--- src/rtl/keypad_pkg.sv ---
// Shared keypad definitions: special key codes, row/event state encodings and
// the row/column to key-code map.
package keypad_pkg;

   localparam logic [3:0] KEY_NONE = 4'hF;
   localparam logic [3:0] KEY_STAR = 4'd10;
   localparam logic [3:0] KEY_HASH = 4'd11;

   typedef enum logic [1:0] {
      ROW_B = 2'd0,
      ROW_G = 2'd1,
      ROW_F = 2'd2,
      ROW_D = 2'd3
   } row_e;

   typedef enum logic {
      IDLE = 1'b0,
      HELD = 1'b1
   } ev_e;

   // sense is {E,A,C}; within a row column C has priority, then A, then E
   function automatic logic [3:0] row_col_to_code(input row_e row, input logic [2:0] sense);
      logic [3:0] code_c;
      logic [3:0] code_a;
      logic [3:0] code_e;
      logic [3:0] code;
      case (row)
         ROW_B:   begin code_c = 4'd1;     code_a = 4'd2;     code_e = 4'd3;     end
         ROW_G:   begin code_c = 4'd4;     code_a = 4'd5;     code_e = 4'd6;     end
         ROW_F:   begin code_c = 4'd7;     code_a = 4'd8;     code_e = 4'd9;     end
         ROW_D:   begin code_c = KEY_STAR; code_a = 4'd0;     code_e = KEY_HASH; end
         default: begin code_c = KEY_NONE; code_a = KEY_NONE; code_e = KEY_NONE; end
      endcase
      if (sense[0]) begin
         code = code_c;
      end else if (sense[1]) begin
         code = code_a;
      end else if (sense[2]) begin
         code = code_e;
      end else begin
         code = KEY_NONE;
      end
      return code;
   endfunction

endpackage

--- src/rtl/keypad_debounce.sv ---
// Scan-level debouncer: a candidate code must repeat on DEBOUNCE_SCANS
// consecutive scan ends before it becomes the stable code.
module keypad_debounce
   import keypad_pkg::*;
#(
   parameter int DEBOUNCE_SCANS = 4
) (
   input  logic       clk,
   input  logic       rst,
   input  logic       scan_end,
   input  logic [3:0] cand,
   output logic [3:0] stable,
   output logic       load
);

   localparam int CW = $clog2(DEBOUNCE_SCANS + 1);
   localparam logic [CW-1:0] CNT_MAX = CW'(DEBOUNCE_SCANS);

   logic [CW-1:0] cnt_q;
   logic [CW-1:0] cnt_d;
   logic [3:0]    prev_q;
   logic [3:0]    prev_d;
   logic [3:0]    stable_q;
   logic [3:0]    stable_d;
   logic          load_s;

   // Repeat count saturates so a long hold never wraps back below threshold
   always_comb begin
      cnt_d    = cnt_q;
      prev_d   = prev_q;
      stable_d = stable_q;
      load_s   = 1'b0;
      if (scan_end) begin
         prev_d = cand;
         if (cand == prev_q) begin
            if (cnt_q != CNT_MAX) begin
               cnt_d = cnt_q + 1'b1;
            end else begin
               cnt_d = cnt_q;
            end
         end else begin
            cnt_d = CW'(1);
         end
         if (cnt_d == CNT_MAX) begin
            load_s   = 1'b1;
            stable_d = cand;
         end else begin
            load_s   = 1'b0;
            stable_d = stable_q;
         end
      end else begin
         cnt_d = cnt_q;
      end
   end

   always_ff @(posedge clk) begin
      if (rst) begin
         cnt_q    <= '0;
         prev_q   <= KEY_NONE;
         stable_q <= KEY_NONE;
      end else begin
         cnt_q    <= cnt_d;
         prev_q   <= prev_d;
         stable_q <= stable_d;
      end
   end

   assign stable = stable_q;
   assign load   = load_s;

endmodule

--- src/rtl/keypad_scan_ctrl.sv ---
// 4x3 keypad scanner with debounce and a valid/ack event interface.
// Optional auto-repeat while a key is held: define KEYPAD_REPEAT_EN.
module keypad_scan_ctrl
   import keypad_pkg::*;
#(
   parameter int SCAN_DIV       = 50000,
   parameter int DEBOUNCE_SCANS = 4,
   parameter int REPEAT_SCANS   = 200
) (
   input  logic       CLK,
   input  logic       RST,
   input  logic [2:0] SENSE,
   output logic [3:0] DRIVE,
   output logic [3:0] KEY_DATA,
   output logic       KEY_VALID,
   input  logic       KEY_ACK,
   output logic       INTR
);

   localparam int DW = (SCAN_DIV > 1) ? $clog2(SCAN_DIV) : 1;
   localparam logic [DW-1:0] DWELL_LAST = DW'(SCAN_DIV - 1);

   row_e          row_q;
   row_e          row_d;
   logic [DW-1:0] dwell_q;
   logic [DW-1:0] dwell_d;
   logic [3:0]    acc_q;
   logic [3:0]    acc_d;
   ev_e           ev_q;
   ev_e           ev_d;
   logic [3:0]    data_q;
   logic [3:0]    data_d;
   logic          valid_q;
   logic          valid_d;
   logic          intr_q;
   logic          intr_d;

   logic          sample_s;
   logic          scan_end_s;
   logic [3:0]    row_code_s;
   logic [3:0]    cand_s;
   logic [3:0]    stable_s;
   logic          deb_load_s;
   logic [3:0]    stable_nx_s;
   logic          new_press_s;
   logic          event_s;

   assign sample_s   = (dwell_q == DWELL_LAST);
   assign scan_end_s = sample_s && (row_q == ROW_D);
   assign row_code_s = row_col_to_code(row_q, SENSE);
   // First pressed key in row order wins, so an earlier row's hit is kept
   assign cand_s     = (acc_q != KEY_NONE) ? acc_q : row_code_s;

   always_ff @(posedge CLK) begin
      if (RST) begin
         row_q   <= ROW_B;
         dwell_q <= '0;
         acc_q   <= KEY_NONE;
         ev_q    <= IDLE;
         data_q  <= KEY_NONE;
         valid_q <= 1'b0;
         intr_q  <= 1'b0;
      end else begin
         row_q   <= row_d;
         dwell_q <= dwell_d;
         acc_q   <= acc_d;
         ev_q    <= ev_d;
         data_q  <= data_d;
         valid_q <= valid_d;
         intr_q  <= intr_d;
      end
   end

   always_comb begin
      row_d   = row_q;
      dwell_d = dwell_q + 1'b1;
      acc_d   = acc_q;
      if (sample_s) begin
         dwell_d = '0;
         acc_d   = scan_end_s ? KEY_NONE : cand_s;
         case (row_q)
            ROW_B:   row_d = ROW_G;
            ROW_G:   row_d = ROW_F;
            ROW_F:   row_d = ROW_D;
            ROW_D:   row_d = ROW_B;
            default: row_d = ROW_B;
         endcase
      end else begin
         row_d = row_q;
      end
   end

   always_comb begin
      case (row_q)
         ROW_B:   DRIVE = 4'b0001;
         ROW_G:   DRIVE = 4'b0010;
         ROW_F:   DRIVE = 4'b0100;
         ROW_D:   DRIVE = 4'b1000;
         default: DRIVE = 4'b0001;
      endcase
   end

   keypad_debounce #(
      .DEBOUNCE_SCANS(DEBOUNCE_SCANS)
   ) u_debounce (
      .clk     (CLK),
      .rst     (RST),
      .scan_end(scan_end_s),
      .cand    (cand_s),
      .stable  (stable_s),
      .load    (deb_load_s)
   );

   // Look at the value stable takes this edge so the event lands one cycle after scan end
   assign stable_nx_s = deb_load_s ? cand_s : stable_s;

   always_comb begin
      ev_d        = ev_q;
      new_press_s = 1'b0;
      case (ev_q)
         IDLE: begin
            if (stable_nx_s != KEY_NONE) begin
               ev_d        = HELD;
               new_press_s = 1'b1;
            end else begin
               ev_d = IDLE;
            end
         end
         HELD: begin
            if (stable_nx_s == KEY_NONE) begin
               ev_d = IDLE;
            end else begin
               ev_d = HELD;
            end
         end
         default: ev_d = IDLE;
      endcase
   end

`ifdef KEYPAD_REPEAT_EN
   localparam int RW = $clog2(REPEAT_SCANS + 1);
   localparam logic [RW-1:0] REP_LAST = RW'(REPEAT_SCANS - 1);

   logic [RW-1:0] rep_q;
   logic [RW-1:0] rep_d;
   logic          rep_fire_s;

   // Counts whole scans spent held; cleared on press entry and on release
   always_comb begin
      rep_d      = rep_q;
      rep_fire_s = 1'b0;
      if ((ev_q != HELD) || (ev_d != HELD)) begin
         rep_d = '0;
      end else if (scan_end_s) begin
         if (rep_q == REP_LAST) begin
            rep_d      = '0;
            rep_fire_s = 1'b1;
         end else begin
            rep_d = rep_q + 1'b1;
         end
      end else begin
         rep_d = rep_q;
      end
   end

   always_ff @(posedge CLK) begin
      if (RST) begin
         rep_q <= '0;
      end else begin
         rep_q <= rep_d;
      end
   end

   assign event_s = new_press_s | rep_fire_s;
`else
   assign event_s = new_press_s;
`endif

   // A new event beats a same-cycle ack; otherwise it is dropped while valid is pending
   always_comb begin
      data_d  = data_q;
      valid_d = valid_q;
      intr_d  = 1'b0;
      if (event_s && (!valid_q || KEY_ACK)) begin
         data_d  = stable_nx_s;
         valid_d = 1'b1;
         intr_d  = 1'b1;
      end else if (KEY_ACK) begin
         valid_d = 1'b0;
      end else begin
         valid_d = valid_q;
      end
   end

   assign KEY_DATA  = data_q;
   assign KEY_VALID = valid_q;
   assign INTR      = intr_q;

endmodule

--- config.mk ---
export PLATFORM = sky130hd
export DESIGN_NAME = keypad_scan_ctrl
export DESIGN_NICKNAME = d
export VERILOG_FILES = /design/src/rtl/keypad_pkg.sv /design/src/rtl/keypad_debounce.sv /design/src/rtl/keypad_scan_ctrl.sv
export SDC_FILE = /design/constraint.sdc
export NUM_CORES = 1
export LEC_CHECK = 0
export CAP_MARGIN = 25
export CORE_MARGIN = 1.5
export CORE_UTILIZATION = 55
export DETAILED_ROUTE_END_ITERATION = 6
export GPL_TIMING_DRIVEN = 1
export PLACE_DENSITY = 0.76
export SLEW_MARGIN = 30
export SYNTH_ARGS = -nofsm -noshare
export SYNTH_HDL_FRONTEND = slang
export SYNTH_HIERARCHICAL = 1
export SYNTH_SLANG_ARGS = --single-unit
--- constraint.sdc ---
create_clock -name CLK -period 5.1 [get_ports CLK]
set_clock_uncertainty 0.15 [all_clocks]
set_input_delay 0.51 -clock CLK [delete_from_list [all_inputs] [get_ports CLK]]
set_output_delay 0.51 -clock CLK [all_outputs]
set_load 0.02 [all_outputs]
=== Yosys cells after proc, flatten, opt, wreduce, memory -nomap -nowiden ===
Index checks and enable logic that the tools add are counted.

* Register bits after elaboration: 40
* Bits of input ports: 6
* Output and inout bits: 10

* Add/sub/neg operators: 2
* Equal/unequal tests: 10
* Muxes and demuxes: 23
* Bitwise gates (word level): 1
* Reductions and logical operators: 8

{| class="wikitable"
|+ Operators with widths
! cell !! number
|-
| $pmux W4 S4 || 4
|-
| $mux W4 || 6
|-
| $add A16 B1 Y16 const B || 1
|-
| $eq A16 B16 Y1 const B || 1
|-
| $mux W3 || 3
|-
| $mux W1 || 8
|-
| $ne A4 B4 Y1 const B || 2
|-
| $pmux W2 S4 || 1
|-
| $eq A2 B2 Y1 const B || 2
|-
| $eq A4 B4 Y1 || 1
|-
| $eq A4 B4 Y1 const B || 1
|-
| $add A3 B1 Y3 const B || 1
|-
| $eq A3 B3 Y1 const B || 1
|-
| $ne A3 B3 Y1 const B || 1
|-
| $eq A2 B1 Y1 const B || 1
|-
| $logic_and A1 B1 Y1 || 2
|-
| $logic_not A2 Y1 || 1
|-
| $pmux W1 S2 || 1
|-
| $reduce_and A2 Y1 || 1
|-
| $reduce_bool A2 Y1 || 1
|-
| $reduce_or A2 Y1 || 1
|-
| $logic_not A1 Y1 || 1
|-
| $logic_or A1 B1 Y1 || 1
|-
| $not A1 Y1 || 1
|}

=== Longest topological paths before layout ===
* Word-level depth: 18
* Mapped depth: 16
* Mapped depth without buffers: 16

=== Hierarchy ===
The synthesis kept the hierarchy.

{| class="wikitable"
|+ Modules (own cells, without submodules)
! module !! times used !! cells an instance !! area each (um^2) !! sequential area each (um^2)
|-
| keypad_scan_ctrl || 1 || 178 || 1512.7 || 580.6
|-
| keypad_debounce || 1 || 60 || 571.8 || 220.2
|}

=== Worst setup path after synthesis ===
Ideal clock, no wire load.

* Path kind: reg-to-reg
* From: register row_q[0]
* To: register valid_q, in the netlist KEY_VALID
* Setup time: 0.095 ns
* Arrival time: 3.052 ns
* Data required time: 4.855 ns
* Setup slack: 1.803 ns
* Stages on the path, launching flop included: 16
* Cell sequence: dfxtp_1 -> inv_1 -> ha_1 -> o21bai_1 -> a221oi_1 -> nand2b_1 -> inv_1 -> xor2_1 -> nor4_4 -> nand4b_4 -> inv_1 -> inv_1 -> a2bb2oi_1 -> o31a_1 -> nor2_1 -> a221oi_1

* Word-level cells in the longest chain between the ends: 18
* Elaborated cells between the ends (all ways): 25
* Classes of those cells: eq/ne (6); mux (15); reduce/logical (4)

{| class="wikitable"
|+ Ends and longest elaborated chain
! what !! line !! RTL
|-
| start: declaration || keypad_scan_ctrl.sv:23 || <nowiki>row_e row_q;</nowiki>
|-
| start signal: assignment || keypad_scan_ctrl.sv:64 || <nowiki>row_q <= row_d;</nowiki>
|-
| $eq A2 B2 Y1 (tied with other cells) || keypad_pkg.sv:27 || <nowiki>case (row)</nowiki>
|-
| $pmux W4 S4 || keypad_pkg.sv:27 ||
|-
| $mux W4 || keypad_pkg.sv:38 || <nowiki>end else if (sense[2]) begin</nowiki>
|-
| $mux W4 || keypad_pkg.sv:36 || <nowiki>end else if (sense[1]) begin</nowiki>
|-
| $mux W4 * || keypad_pkg.sv:34 || <nowiki>if (sense[0]) begin</nowiki>
|-
| $mux W4 * || keypad_scan_ctrl.sv:52 || <nowiki>assign cand_s = (acc_q != KEY_NONE) ? acc_q : row_code_s;</nowiki>
|-
| via cand_s[3] || keypad_scan_ctrl.sv:41 || <nowiki>logic [3:0] cand_s;</nowiki>
|-
| $eq A4 B4 Y1 * || keypad_debounce.sv:35 || <nowiki>if (cand == prev_q) begin</nowiki>
|-
| (+4 left out) || -- ||
|-
| $mux W1 * || keypad_debounce.sv:33 || <nowiki>if (scan_end) begin</nowiki>
|-
| via deb_load_s || keypad_scan_ctrl.sv:43 || <nowiki>logic deb_load_s;</nowiki>
|-
| $mux W4 * || keypad_scan_ctrl.sv:115 || <nowiki>assign stable_nx_s = deb_load_s ? cand_s : stable_s;</nowiki>
|-
| $ne A4 B4 Y1 * || keypad_scan_ctrl.sv:122 || <nowiki>if (stable_nx_s != KEY_NONE) begin</nowiki>
|-
| $mux W1 * || keypad_scan_ctrl.sv:122 ||
|-
| $mux W1 * || keypad_scan_ctrl.sv:120 || <nowiki>case (ev_q)</nowiki>
|-
| $logic_and A1 B1 Y1 * || keypad_scan_ctrl.sv:184 || <nowiki>if (event_s && (!valid_q || KEY_ACK)) begin</nowiki>
|-
| $mux W1 or $reduce_bool A2 Y1 (tied branches) || -- ||
|-
| end signal: assignment || keypad_scan_ctrl.sv:69 || <nowiki>valid_q <= valid_d;</nowiki>
|-
| end: declaration || keypad_scan_ctrl.sv:33 || <nowiki>logic valid_q;</nowiki>
|}

The timed path passes the listed nets; every way through them passes the cells marked *. The select of a mux whose other input is x is not followed.
A chain may end at the register's enable or synchronous reset.

=== Worst setup path in the final report ===
Same ends and word-level chain as after synthesis.

==> flow_summary_export.csv <==
group,metric,value,unit
run_status,status,"finished, final reports clean",
logic_synthesis,yosys.area.top_type_share,0.384,
placed_design,dp_hpwl,2750,um
global_routing,grt_pass1_wl,6400,um
timing,slew-limit-headroom,0.519,
clock_network,htreeDepth,2,
clock_network,cts.path.max_buffers,2,
route,vias,1688,
clock_network,cts-hold-fix-buffers,0,
layout,nets,272,
timing,rsz0062_at_grt,"false",
logic_synthesis,yosys_warnings,6,
logic_synthesis,synth_mux_area_frac,0.0294,
floorplanning,core,3660,um^2
logic_synthesis,ys_seq_elements,40,
logic_synthesis,yosysMostFrequentCell,"dfxtp_1",
global_routing,grt_max_degree,31,
critical_path,r2r.worst_path.cells,15,
timing,fin_ws,1.42,ns
min_path,hp-class,"flop to flop",
floorplanning,row_count,22,
logic_synthesis,synth_edf_count,0,
timing,max_clock_freq,0.271,GHz
clock_network,clk_latency,0.29,ns
timing,min_period,3.68,ns
floorplanning,ioPinCount,16,
floorplanning,start_util,0.569,
floorplanning,dieArea,4170,um^2
logic_synthesis,async_flop_share,0,
global_routing,track_usage,0.196,
critical_path,worstPathRequired,5.15,ns
logic_synthesis,synthSimpleGateAreaFrac,0.268,
timing,fin_crit_sh,0.723,
clock_network,numCtsBuffers,5,
route,via_per_inst,5.52,
critical_path,max_stage_delay,0.40,ns
clock_network,clk_pin_slew_worst_paths,0.08,ns
global_routing,antenna_found_initial,0,
layout,nFillCells,317,
logic_synthesis,syn_nets,253,
route,drc,0,
route,detail_route.wl_per_cell,12.4,um
route,detail-route-antenna-nets,0,
min_path,worstHoldStart,"dwell_q[0]",
critical_path,critPathArrivalTime,3.73,ns
power,powerDensity,231,nW/um^2
placed_design,place_ws,1.20,ns
clock_network,post_cts_buffers,0,
logic_synthesis,synth_top_flop_cell,"dfxtp_1",
logic_synthesis,netlist_top_cells_area,"dfxtp_1 (38%), nor2_1 (6.8%), ha_1 (5.4%)",
logic_synthesis,ys_seq_area_frac,0.384,
layout,insertedDiodeCount,0,
logic_synthesis,yosys.area_share.adder,0.0540,
power,vdd_drop_max,0.186,mV
min_path,whs_path_depth,1,
logic_synthesis,synth_compound_area_frac,0.155,
logic_synthesis,synth_top_family_by_area,"simple AND/OR/NAND/NOR gates",
critical_path,crit_path_frequent_cell,"inv_1",
clock_network,clock_sinks,40,
global_routing,grt_overflow,0,
critical_path,crit_slowest_cell,"dfxtp_1",
clock_network,cts_root_buf,"clkbuf_8",
logic_synthesis,yosysUniqueCellTypes,44,
timing,fin_setup_tns,0,ns
logic_synthesis,syn-cell-area,2080,um^2
flow_run,max_cap_violations,0,
route,wl,3810,um
critical_path,worst-path-max-fanout,6,
floorplanning,die_height,64.6,um
layout,area_delta_synth_final,14.0,%
placed_design,place.gp.congestion,0.840,
clock_network,ctsResizeCount,0,
critical_path,start_kind,"flop",
critical_path,crit_type,"flop to flop",
critical_path,timing.rr.end,"KEY_VALID",
global_routing,first_global_vias,1524,
logic_synthesis,avgSynthCellArea,8.76,um^2
power,p_leak,0.923,nW
floorplanning,fp.dieW,64.6,um
timing,worst_pin_slew,0.722,ns
logic_synthesis,synth.top_cells.by_count,"dfxtp_1 (40), nor2_1 (38), inv_1 (18)",
logic_synthesis,synth_top_area_cell,"dfxtp_1",
logic_synthesis,synthXorXnorAreaFrac,0.0672,
critical_path,cp_cell_sequence,"inv_1 -> ha_1 -> o21bai_1 -> a221oi_1 -> nand2b_1 -> inv_1 -> xor2_1 -> nor4_4 -> nand4b_4 -> inv_1 -> inv_1 -> a2bb2oi_1 -> o31a_1 -> nor2_1 -> a221oi_1",
logic_synthesis,syn_inst,238,
route,drt_pass1_iterations,4,
placed_design,numPortBuffers,15,
timing,hold_viol,0,
timing,slew_viol_final,0,
critical_path,r2r_start,"row_q[0]",
critical_path,rrSetupSlack,1.42,ns
min_path,min_to,"dwell_q[0]",
timing,setup_viol_count_final,0,
clock_network,cts_tree,"done",
route,first_iter_violations,81,
critical_path,endpoint_kind,"flop",
layout,drive_above_1_share,0.0814,
-- sequential cells by signal, indices dropped and copies added, names as in the netlist --
register / flops
dwell_q: 16
KEY_DATA: 4
acc_q: 4
u_debounce/prev_q: 4
u_debounce/stable: 4
u_debounce/cnt_q: 3
row_q: 2
INTR: 1
KEY_VALID: 1
ev_q: 1
-- cell families (layout without fill, tap and decap cells) --
logic type / Yosys count / count (layout)
adders and majority gates: 9 / 9
xor gates and xnor gates: 16 / 16
and+or+nand+nor: 102 / 102
DFF: 40 / 40
buffers and inverters: 23 / 43
muxes: 6 / 6
AOI/OAI and AO/OA: 42 / 42
-- report_power, final --
| part | internal (W) | total (W) | switching [W] |
|---|---|---|---|
| Clock | 0.0000952 | 0.000205 | 0.000110 |
| Sequential | 0.000314 | 0.000316 | 0.00000171 |
| Combinational | 0.0000110 | 0.0000275 | 0.0000165 |
-- critical path: cells and delay by family, from the launching register on --
| kind | cells | cell delay (ns) |
|---|---|---|
| AOI/OAI and AO/OA | 5 | 1.17 |
| and+or+nand+nor | 4 | 0.90 |
| buffers and inverters | 4 | 0.51 |
| DFF | 1 | 0.40 |
| adders and majority gates | 1 | 0.28 |
| xor gates and xnor gates | 1 | 0.19 |
-- cell usage in the layout (no fill, tap or decap), types with 2 or more instances in the layout --
cell             instances
nor2_1                  38
or3_1                    2
a221oi_1                 3
a2bb2oi_1                5
nor3_1                  13
a211oi_1                 2
and3b_1                  3
xor2_1                   7
buf_4                    2
dfxtp_1                 40
inv_1                   18
clkdlybuf4s50_1         15
nand3_1                  5
a211o_1                  3
ha_1                     9
nor4bb_1                 2
o21ai_0                  7
nand3b_1                 2
nand2_1                 15
nand4_1                  2
nor2b_1                  6
nand2b_1                 5
clkbuf_8                 5
mux2i_1                  5
o21bai_1                 2
a31oi_1                  2
xnor2_1                  9
or4_4                    2
a21oi_1                 10
clkinv_2                 2
-- stage by stage --
stage	total power (W)	area [um^2]	std cells	util	hold WS, ns
global route	0.000571	2380	306	0.649	0.359
finish	0.000548	2380	306	0.649	0.312
detailed placement	0.000351	2290	298	0.625	0.297
CTS	0.000557	2380	306	0.649	0.316
global placement	0.000350	2290	298	0.625	0.291
floorplan	0.000341	2080	238	-	0.279
-- area by class of cell --
class	count	area (um^2)	share of cell area
multi-input combinational	175	1200	0.503
sequential	40	801	0.337
timing repair buffer	17	165	0.0695
clock buffer	5	68.8	0.0289
inverter	18	67.6	0.0284
tap	48	60.1	0.0253
clock inverter	3	18.8	0.00789
-- per-layer routing --
metal | up-vias | routed length (um) | track usage | part of all wire
li1 | 866 | - | - | -
met1 | 787 | 1910 | 0.237 | 0.50
met2 | 26 | 1710 | 0.331 | 0.45
met3 | 9 | 114 | 0.0521 | 0.030
met4 | 0 | 72 | 0.0771 | 0.019
met5 | - | 0 | 0 | 0
-- how the worst max path moves through the flow --
stage	startpoint	endpoint	slack, ns	cells after the start
final	row_q[0]	KEY_VALID	1.42	15
after global routing	row_q[0]	KEY_VALID	1.14	15
after CTS	row_q[0]	KEY_VALID	1.41	15
after detailed placement	SENSE[1]	KEY_VALID	1.20	14
after global placement	SENSE[0]	KEY_VALID	1.31	14
after floorplan	row_q[0]	KEY_VALID	1.80	15
No activity file was read; power rests on OpenSTA's default activity.
